`src/rtl/mem_port_arbiter_pkg.sv`:
```
// Shared encodings and default widths for DataPath memory clients.
package mem_port_arbiter_pkg;

  localparam int DEF_ADDR_W = 32;
  localparam int DEF_DATA_W = 32;

  localparam logic [0:0] ST_IDLE = 1'b0;
  localparam logic [0:0] ST_WAIT = 1'b1;

  typedef logic [1:0] owner_t;

  localparam owner_t OWN_NONE = 2'd0;
  localparam owner_t OWN_IF   = 2'd1;
  localparam owner_t OWN_LS   = 2'd2;

endpackage

```
`src/rtl/mem_arb_pick.sv`:
```
// Winner select between IF and LS with an IF anti-starvation counter.
module mem_arb_pick
  import mem_port_arbiter_pkg::*;
#(
  parameter int MAX_WAIT = 4
) (
  input  logic clk,
  input  logic rst,
  input  logic issue_ok_i,
  input  logic if_req_i,
  input  logic if_flush_i,
  input  logic ls_req_i,
  output logic if_gnt_o,
  output logic ls_gnt_o
);

  localparam int CNT_W = $clog2(MAX_WAIT + 1);

  logic [CNT_W-1:0] starve_q, starve_d;
  logic             if_eff;
  logic             starved;

  // A flushing IF must not be granted, so it never counts as contending.
  assign if_eff  = if_req_i & ~if_flush_i;
  assign starved = (starve_q == CNT_W'(MAX_WAIT));

  // Combinational grant: LS by default, IF when alone or starved.
  always_comb begin
    if_gnt_o = 1'b0;
    ls_gnt_o = 1'b0;
    if (issue_ok_i) begin
      if (if_eff && (!ls_req_i || starved)) begin
        if_gnt_o = 1'b1;
      end else if (ls_req_i) begin
        ls_gnt_o = 1'b1;
      end
    end
  end

  // Count LS wins over a live IF request; saturating, cleared by IF grant or idle IF.
  always_comb begin
    starve_d = starve_q;
    if (!if_req_i || if_gnt_o) begin
      starve_d = '0;
    end else if (ls_gnt_o && if_eff && !starved) begin
      starve_d = starve_q + CNT_W'(1);
    end
  end

  // Starvation counter register.
  always_ff @(posedge clk or negedge rst) begin
    if (!rst) begin
      starve_q <= '0;
    end else begin
      starve_q <= starve_d;
    end
  end

endmodule

```
`src/rtl/mem_port_arbiter.sv`:
```
// Shares the single-port unified memory between instruction fetch and load/store.
// One transaction outstanding; issue allowed when idle or in the response cycle.
//
// state   | meaning
// --------+------------------------------------------------
// ST_IDLE | no transaction outstanding
// ST_WAIT | one transaction outstanding, lat_cnt counting down
module mem_port_arbiter
  import mem_port_arbiter_pkg::*;
#(
  parameter int ADDR_W   = DEF_ADDR_W,
  parameter int DATA_W   = DEF_DATA_W,
  parameter int MEM_LAT  = 2,
  parameter int MAX_WAIT = 4
) (
  input  logic                clk,
  input  logic                rst,
  input  logic                if_req,
  input  logic [ADDR_W-1:0]   if_addr,
  input  logic                if_flush,
  output logic                if_gnt,
  output logic                if_rvalid,
  output logic [DATA_W-1:0]   if_rdata,
  input  logic                ls_req,
  input  logic                ls_we,
  input  logic [DATA_W/8-1:0] ls_be,
  input  logic [ADDR_W-1:0]   ls_addr,
  input  logic [DATA_W-1:0]   ls_wdata,
  output logic                ls_gnt,
  output logic                ls_rvalid,
  output logic [DATA_W-1:0]   ls_rdata,
  output logic                mem_en,
  output logic                mem_we,
  output logic [DATA_W/8-1:0] mem_be,
  output logic [ADDR_W-1:0]   mem_addr,
  output logic [DATA_W-1:0]   mem_wdata,
  input  logic [DATA_W-1:0]   mem_rdata
);

  localparam int LAT_W = (MEM_LAT > 1) ? $clog2(MEM_LAT) : 1;

  logic [0:0]       state_q, state_d;
  logic [LAT_W-1:0] lat_cnt_q, lat_cnt_d;
  owner_t           owner_q, owner_d;
  logic             squash_q, squash_d;
  logic             resp;
  logic             issue_ok;

  assign resp = (state_q == ST_WAIT) && (lat_cnt_q == '0);

  // Grants are held off while reset is asserted so every output reads 0.
  assign issue_ok = rst & ((state_q == ST_IDLE) | resp);

  mem_arb_pick #(
    .MAX_WAIT (MAX_WAIT)
  ) u_pick (
    .clk        (clk),
    .rst        (rst),
    .issue_ok_i (issue_ok),
    .if_req_i   (if_req),
    .if_flush_i (if_flush),
    .ls_req_i   (ls_req),
    .if_gnt_o   (if_gnt),
    .ls_gnt_o   (ls_gnt)
  );

  // Next-state: response cycle retires, a same-cycle issue restarts the countdown.
  always_comb begin
    state_d   = state_q;
    lat_cnt_d = lat_cnt_q;
    owner_d   = owner_q;
    if (resp) begin
      state_d   = ST_IDLE;
      owner_d   = OWN_NONE;
      lat_cnt_d = '0;
    end else if (state_q == ST_WAIT) begin
      lat_cnt_d = lat_cnt_q - 1'b1;
    end
    if (if_gnt || ls_gnt) begin
      state_d   = ST_WAIT;
      owner_d   = if_gnt ? OWN_IF : OWN_LS;
      lat_cnt_d = LAT_W'(MEM_LAT - 1);
    end
  end

  // Squash remembers a flush seen while IF owned the transaction, until it retires.
  always_comb begin
    squash_d = squash_q;
    if (resp) begin
      squash_d = 1'b0;
    end else if ((state_q == ST_WAIT) && (owner_q == OWN_IF) && if_flush) begin
      squash_d = 1'b1;
    end
  end

  // Control registers.
  always_ff @(posedge clk or negedge rst) begin
    if (!rst) begin
      state_q   <= ST_IDLE;
      lat_cnt_q <= '0;
      owner_q   <= OWN_NONE;
      squash_q  <= 1'b0;
    end else begin
      state_q   <= state_d;
      lat_cnt_q <= lat_cnt_d;
      owner_q   <= owner_d;
      squash_q  <= squash_d;
    end
  end

  // Route the response to the owner; a flush in the response cycle itself also squashes.
  always_comb begin
    if_rvalid = resp && (owner_q == OWN_IF) && !squash_q && !if_flush;
    ls_rvalid = resp && (owner_q == OWN_LS);
    if_rdata  = if_rvalid ? mem_rdata : '0;
    ls_rdata  = ls_rvalid ? mem_rdata : '0;
  end

  // Memory request mux; fields read 0 when no access is issued.
  always_comb begin
    mem_en    = 1'b0;
    mem_we    = 1'b0;
    mem_be    = '0;
    mem_addr  = '0;
    mem_wdata = '0;
    if (ls_gnt) begin
      mem_en    = 1'b1;
      mem_we    = ls_we;
      mem_be    = ls_be;
      mem_addr  = ls_addr;
      mem_wdata = ls_wdata;
    end else if (if_gnt) begin
      mem_en    = 1'b1;
      mem_be    = '1;
      mem_addr  = if_addr;
    end
  end

endmodule
```
`config.mk`:
```
export PLATFORM = sky130hd
export DESIGN_NAME = mem_port_arbiter
export DESIGN_NICKNAME = d
export VERILOG_FILES = /design/src/rtl/mem_port_arbiter_pkg.sv /design/src/rtl/mem_arb_pick.sv /design/src/rtl/mem_port_arbiter.sv
export SDC_FILE = /design/constraint.sdc
export NUM_CORES = 1
export LEC_CHECK = 0
export ABC_AREA = 1
export CAP_MARGIN = 40
export CORE_AREA = 3 3 105 107
export CTS_BUF_LIST = sky130_fd_sc_hd__clkbuf_4 sky130_fd_sc_hd__clkbuf_8
export DETAILED_ROUTE_END_ITERATION = 8
export DIE_AREA = 0 0 108 110
export HOLD_SLACK_MARGIN = 0.15
export SLEW_MARGIN = 20
export SYNTH_ARGS = -nofsm -noshare
export SYNTH_HDL_FRONTEND = slang
export SYNTH_SLANG_ARGS = --single-unit
```
`constraint.sdc`:
```
create_clock -name clk -period 1.9 [get_ports clk]
set_input_delay 0.285 -clock clk [delete_from_list [all_inputs] [get_ports clk]]
set_output_delay 0.285 -clock clk [all_outputs]
set_load 0.1 [all_outputs]
```
After elaboration in Yosys (flattened, before gate mapping)
Cells that the tools add are included.
{"block": "op_classes", "add_sub_neg": 2, "n_mul": 0, "div": 0, "order_cmp": 0, "eq_ne": 3, "n_shift": 0, "mux": 27, "n_bitwise": 6, "n_reduce_logical": 22}
{"cell": "two-way mux 32 bit", "count": 5}
{"cell": "two-way mux 1 bit", "count": 15}
{"cell": "logical AND 1 bit", "count": 10}
{"cell": "two-way mux 4 bit", "count": 2}
{"cell": "two-way mux 2 bit", "count": 3}
{"cell": "two-way mux 3 bit", "count": 2}
{"cell": "nonzero test 2 bit", "count": 3}
{"cell": "logical NOT 1 bit", "count": 5}
{"cell": "adder 3 x 1 -> 3 bit, second input constant", "count": 1}
{"cell": "equality test 3 bit, second input constant", "count": 1}
{"cell": "logical OR 1 bit", "count": 3}
{"cell": "NOT 1 bit", "count": 3}
{"cell": "nonzero test 3 bit", "count": 1}
{"cell": "bitwise AND 1 bit", "count": 2}
{"cell": "equality test 2 x 1 -> 1 bit, second input constant", "count": 1}
{"cell": "equality test 2 bit, second input constant", "count": 1}
{"cell": "OR 1 bit", "count": 1}
{"cell": "subtractor 1 bit, second input constant", "count": 1}
{"block": "totals", "ff_bits": 8, "latch_bits": 0, "mem_bits_rw": 0, "rom_bits": 0, "in_bits": 138, "n_memories": 0}

Logic depth before layout (Yosys ltp)
{"block": "logic_depth", "word_depth": 9, "depth_mapped": 10}

Hierarchy
Synthesis repeated with hierarchy kept, for this count alone.
{"block": "unflattened", "hier_cells": 349, "hier_area_um2": 1686.6}
{"module": "mem_port_arbiter", "n_inst": 1, "cells_each": 319, "area_per_inst_um2": 1457.6, "seq_area_each_um2": 125.1}
{"module": "mem_arb_pick", "n_inst": 1, "cells_each": 30, "area_per_inst_um2": 229.0, "seq_area_each_um2": 75.1}

Worst setup path after synthesis
Ideal clock, no wire load.
{"block": "synth_path", "path_kind": "register -> output", "startpoint": "register lat_cnt_q", "endpoint": "output ls_rdata[10]", "t_arrival_ps": 3571, "required_time_ps": 1615, "setup_slack_ps": -1956, "path_stages_with_launch": 7, "n_path_buf": 1, "path_cell_list": "dfrtp_1 > inv_1 > nand2_1 > nor3_2 > inv_1 > buf_6 > nor2_1"}
{"block": "synth_via", "elab_chain_len": 4}
{"item": "start: declaration", "line": "mem_port_arbiter.sv:43", "source": "logic [LAT_W-1:0] lat_cnt_q, lat_cnt_d;"}
{"item": "start signal: assignment", "line": "mem_port_arbiter.sv:105", "source": "lat_cnt_q <= lat_cnt_d;"}
{"item": "NOT 1 bit", "line": "mem_port_arbiter.sv:49", "source": "assign resp = (state_q == ST_WAIT) && (lat_cnt_q == '0);"}
{"item": "logical AND 1 bit", "line": "mem_port_arbiter.sv:49"}
{"item": "logical AND 1 bit", "line": "mem_port_arbiter.sv:114", "source": "ls_rvalid = resp && (owner_q == OWN_LS);"}
{"item": "net ls_rvalid", "line": "mem_port_arbiter.sv:30", "source": "output logic ls_rvalid,"}
{"item": "two-way mux 32 bit", "line": "mem_port_arbiter.sv:116", "source": "ls_rdata = ls_rvalid ? mem_rdata : '0;"}
{"item": "end: declaration", "line": "mem_port_arbiter.sv:31", "source": "output logic [DATA_W-1:0] ls_rdata,"}
The timed path passes the listed nets, and every way through them passes these cells.

Worst setup path in the final report
{"block": "layout_path", "startpoint": "register u_pick.starve_q[1]", "endpoint": "output mem_addr[15]"}
{"block": "layout_via", "elab_chain_len": 7, "word_cells_on_any_way": 9, "classes_between": "eq/ne: 1; mux: 6; reduce/logical: 2"}
{"item": "start: declaration", "line": "mem_arb_pick.sv:19", "source": "logic [CNT_W-1:0] starve_q, starve_d;"}
{"item": "start signal: assignment", "line": "mem_arb_pick.sv:55", "source": "starve_q <= starve_d;"}
{"item": "equality test 3 bit *", "line": "mem_arb_pick.sv:25", "source": "assign starved = (starve_q == CNT_W'(MAX_WAIT));"}
{"item": "logical OR 1 bit *", "line": "mem_arb_pick.sv:32", "source": "if (if_eff && (!ls_req_i || starved)) begin"}
{"item": "logical AND 1 bit *", "line": "mem_arb_pick.sv:32"}
{"item": "two-way mux 1 bit", "line": "mem_arb_pick.sv:32"}
{"item": "two-way mux 1 bit", "line": "mem_arb_pick.sv:31", "source": "if (issue_ok_i) begin"}
{"item": "two-way mux 32 bit", "line": "mem_port_arbiter.sv:132", "source": "end else if (if_gnt) begin"}
{"item": "two-way mux 32 bit *", "line": "mem_port_arbiter.sv:126", "source": "if (ls_gnt) begin"}
{"item": "end: declaration", "line": "mem_port_arbiter.sv:35", "source": "output logic [ADDR_W-1:0] mem_addr,"}
Every way passes the cells marked *; elsewhere a longest branch is shown, timed or not.

==> flow_metrics.env <==
export IMPL_maxSlewViolCount=0
export IMPL_synth_area_leader_cell="nand2_1"
export IMPL_routed_wl_um=12400
export IMPL_start_util=0.161
export IMPL_drive_above_1_share=0.547
export IMPL_place_hpwl_um=9800
export IMPL_fin_crit_sh=1.09
export IMPL_clock_path_buffers=2
export IMPL_globalplace_congestion=0.736
export IMPL_crit_path_max_fanout=34
export IMPL_grtUsageTotal=0.184
export IMPL_synth_area_per_cell_um2=4.77
export IMPL_cts_root_buf="clkbuf_8"
export IMPL_rows=37
export IMPL_htreeDepth=1
export IMPL_tns_ns=-9.05
export IMPL_cp_slowest_stage_delay_ns=0.38
export IMPL_max_cap_violations=0
export IMPL_area_growth_pct=370
export IMPL_gr_total_overflow=0
export IMPL_cts_tree="built"
export IMPL_dr_wl_met2_um=7280
export IMPL_p_leak_nw=3.32
export IMPL_fin_ws_ns=-0.176
export IMPL_path_cells="inv_1, ha_2, nand2_2, nand2_2, nand2_4, nor2_4, buf_12, nand2_1, nand2_4, buf_12"
export IMPL_netlist_area_leader_share=0.264
export IMPL_violations="negative setup slack"
export IMPL_yosysWarnings=0
export IMPL_synthCells=346
export IMPL_ir_worst_vdd_v=0.000307
export IMPL_insertion_delay_ns=0.24
export IMPL_hold_buffers=0
export IMPL_timing_rr_start="u_pick.starve_q[1]"
export IMPL_die_area_um2=11900
export IMPL_cts_clk_slew_worst_paths_ns=0.04
export IMPL_drtIter0Drc=84
export IMPL_synthFlopType="dfrtp_1"
export IMPL_die_w_um=108
export IMPL_grt_pass1_wl_um=17200
export IMPL_start_kind="flip-flop"
export IMPL_rsz0062_at_grt="true"
export IMPL_fin_worst_skew_ns=0.00187
export IMPL_dr_total_vias=3286
export IMPL_ys_types=22
export IMPL_cts_sinks=8
export IMPL_power_density_nw_per_um2=596
export IMPL_max_slew_margin=0.775
export IMPL_post_drt_wl_per_cell_um=15.6
export IMPL_synth_edf_count=0
export IMPL_wl_met1_um=3470
export IMPL_avgViaCountPerCell=4.12
export IMPL_die_h_um=110
export IMPL_crit_arrival_ns=1.79
export IMPL_syn_cell_area_um2=1650
export IMPL_fin_cells=797
export IMPL_required_ns=1.62
export IMPL_end_kind="output pin"
export IMPL_drt_first_pass_iters=4
export IMPL_synth_seq_cells=8
export IMPL_port_buffers=275
export IMPL_crit_buf_inv=3
export IMPL_dpl_worst_slack_ns=-0.187
export IMPL_min_path_type="in -> async"
export IMPL_synth_area_leaders="nand2_1 (26%), nor2_1 (22%), inv_1 (18%)"
export IMPL_cts_buffers=3
export IMPL_status="complete, but fails checks"
export IMPL_finalHoldViolCount=0
export IMPL_async_flop_share=1.00
export IMPL_core_area_um2=10200
export IMPL_yosys_top_cells_count="nand2_1 (116), nor2_1 (95), inv_1 (79), nor2_2 (9)"
export IMPL_critPathTopFamily="simple AND/OR/NAND/NOR gates"
export IMPL_grt_antenna_before_repair=2
export IMPL_fin_nets=802
export IMPL_critPathKind="reg -> out"
export IMPL_worst_slew_pin_slew_ns=0.337
export IMPL_synth_most_common_cell="nand2_1"
export IMPL_setup_viol=83
export IMPL_cp_slowest_cell="dfrtp_1"
export IMPL_ant_nets=0
export IMPL_synth_nets=486
export IMPL_timing_critical_path_from="u_pick.starve_q[1]"
export IMPL_min_period_ns=2.08
export IMPL_topRoutingLayerUsed="met5"
export IMPL_io_pins=276
export IMPL_drc=0
export IMPL_dp_cells=768
export IMPL_fmax_mhz=482
export IMPL_grt_max_degree=35
export IMPL_first_global_vias=3418
export IMPL_met3WireLength_um=1460
export IMPL_synth_seq_area_share=0.121
routing by layer:
layer,global-route usage,vias up
li1,-,1605
met1,0.165,1480
met2,0.376,185
met3,0.0751,14
met4,0.0451,2
met5,0,-
area by class of cell:
class	count	area [µm²]
Antenna cell	1	2.50
Clock buffer	3	41.3
Fill cell	690	2480
Inverter	80	310
Multi-Input combinational cell	242	2140
Sequential cell	8	201
Tap cell	136	170
Timing Repair Buffer	327	4880
per-stage QoR:
stage / util / instance area [µm²] / hold WS [ns] / power (mW)
2_1_floorplan: - / 2620 / -0.0106 / 2.63
3_3_place_gp: 0.695 / 7110 / 0.509 / 4.05
3_5_place_dp: 0.695 / 7110 / 0.533 / 4.09
4_1_cts: 0.728 / 7450 / 0.432 / 4.43
5_1_grt: 0.757 / 7750 / 0.442 / 4.78
6_report: 0.757 / 7750 / 0.423 / 4.62
timing repair:
action | CTS | global route
pin swaps | 6 | 12
setup buffers | 4 | 13
endpoints found under the setup margin | 95 | 133
gates resized for setup | 55 | 26
cloned | 4 | 4
endpoints found under the hold margin | 0 | 0
flip-flops by register name (all words and copies together) (netlist names):
signal / cells
u_pick.starve_q: 3
owner_q: 2
lat_cnt_q: 1
squash_q: 1
state_q: 1
worst paths after layout:
path	end	slack, ns	depth (start not counted)
setup / recovery	mem_addr[15]	-0.18	10
hold / removal	owner_q[1]	0.42	2
setup reg to reg	owner_q[1]	0.24	10
hold reg to reg	lat_cnt_q	0.57	1
max in group asynchronous	state_q	1.34	2
min in group clk	squash_q	0.55	3
cell usage in the layout, fill, tap and decap left out, drive strengths merged:
| cell type | netlist | layout |
|---|---|---|
| buf | 16 | 186 |
| clkdlybuf4s50 | 0 | 134 |
| nand3b | 1 | 1 |
| ha | 2 | 2 |
| dfrtp | 8 | 8 |
| nor3 | 1 | 1 |
| nand3 | 5 | 5 |
| dlymetal6s2s | 0 | 1 |
| inv | 80 | 80 |
| nand2 | 120 | 120 |
| a21oi | 3 | 3 |
| clkbuf | 0 | 7 |
| dlygate4sd2 | 0 | 2 |
| o211ai | 1 | 1 |
| nor2 | 106 | 106 |
| nand4 | 3 | 3 |
| diode | 0 | 1 |
power breakdown:
group,switching [mW],total (mW),internal (mW)
Combinational,2.54,4.15,1.61
Sequential,0.0406,0.253,0.212
Clock,0.0751,0.213,0.138
Total,2.66,4.62,1.96
cells by family (layout without fill, tap and decap cells):
kind of cell / after synthesis / in the layout / synth area share
other: 0 / 1 / 0
and+or+nand+nor: 236 / 236 / 0.596
adders and majority gates: 2 / 2 / 0.0152
AOI/OAI and AO/OA: 4 / 4 / 0.0137
buffers and inverters: 96 / 410 / 0.254
DFF: 8 / 8 / 0.121
Power figures use the tool's default switching activity.
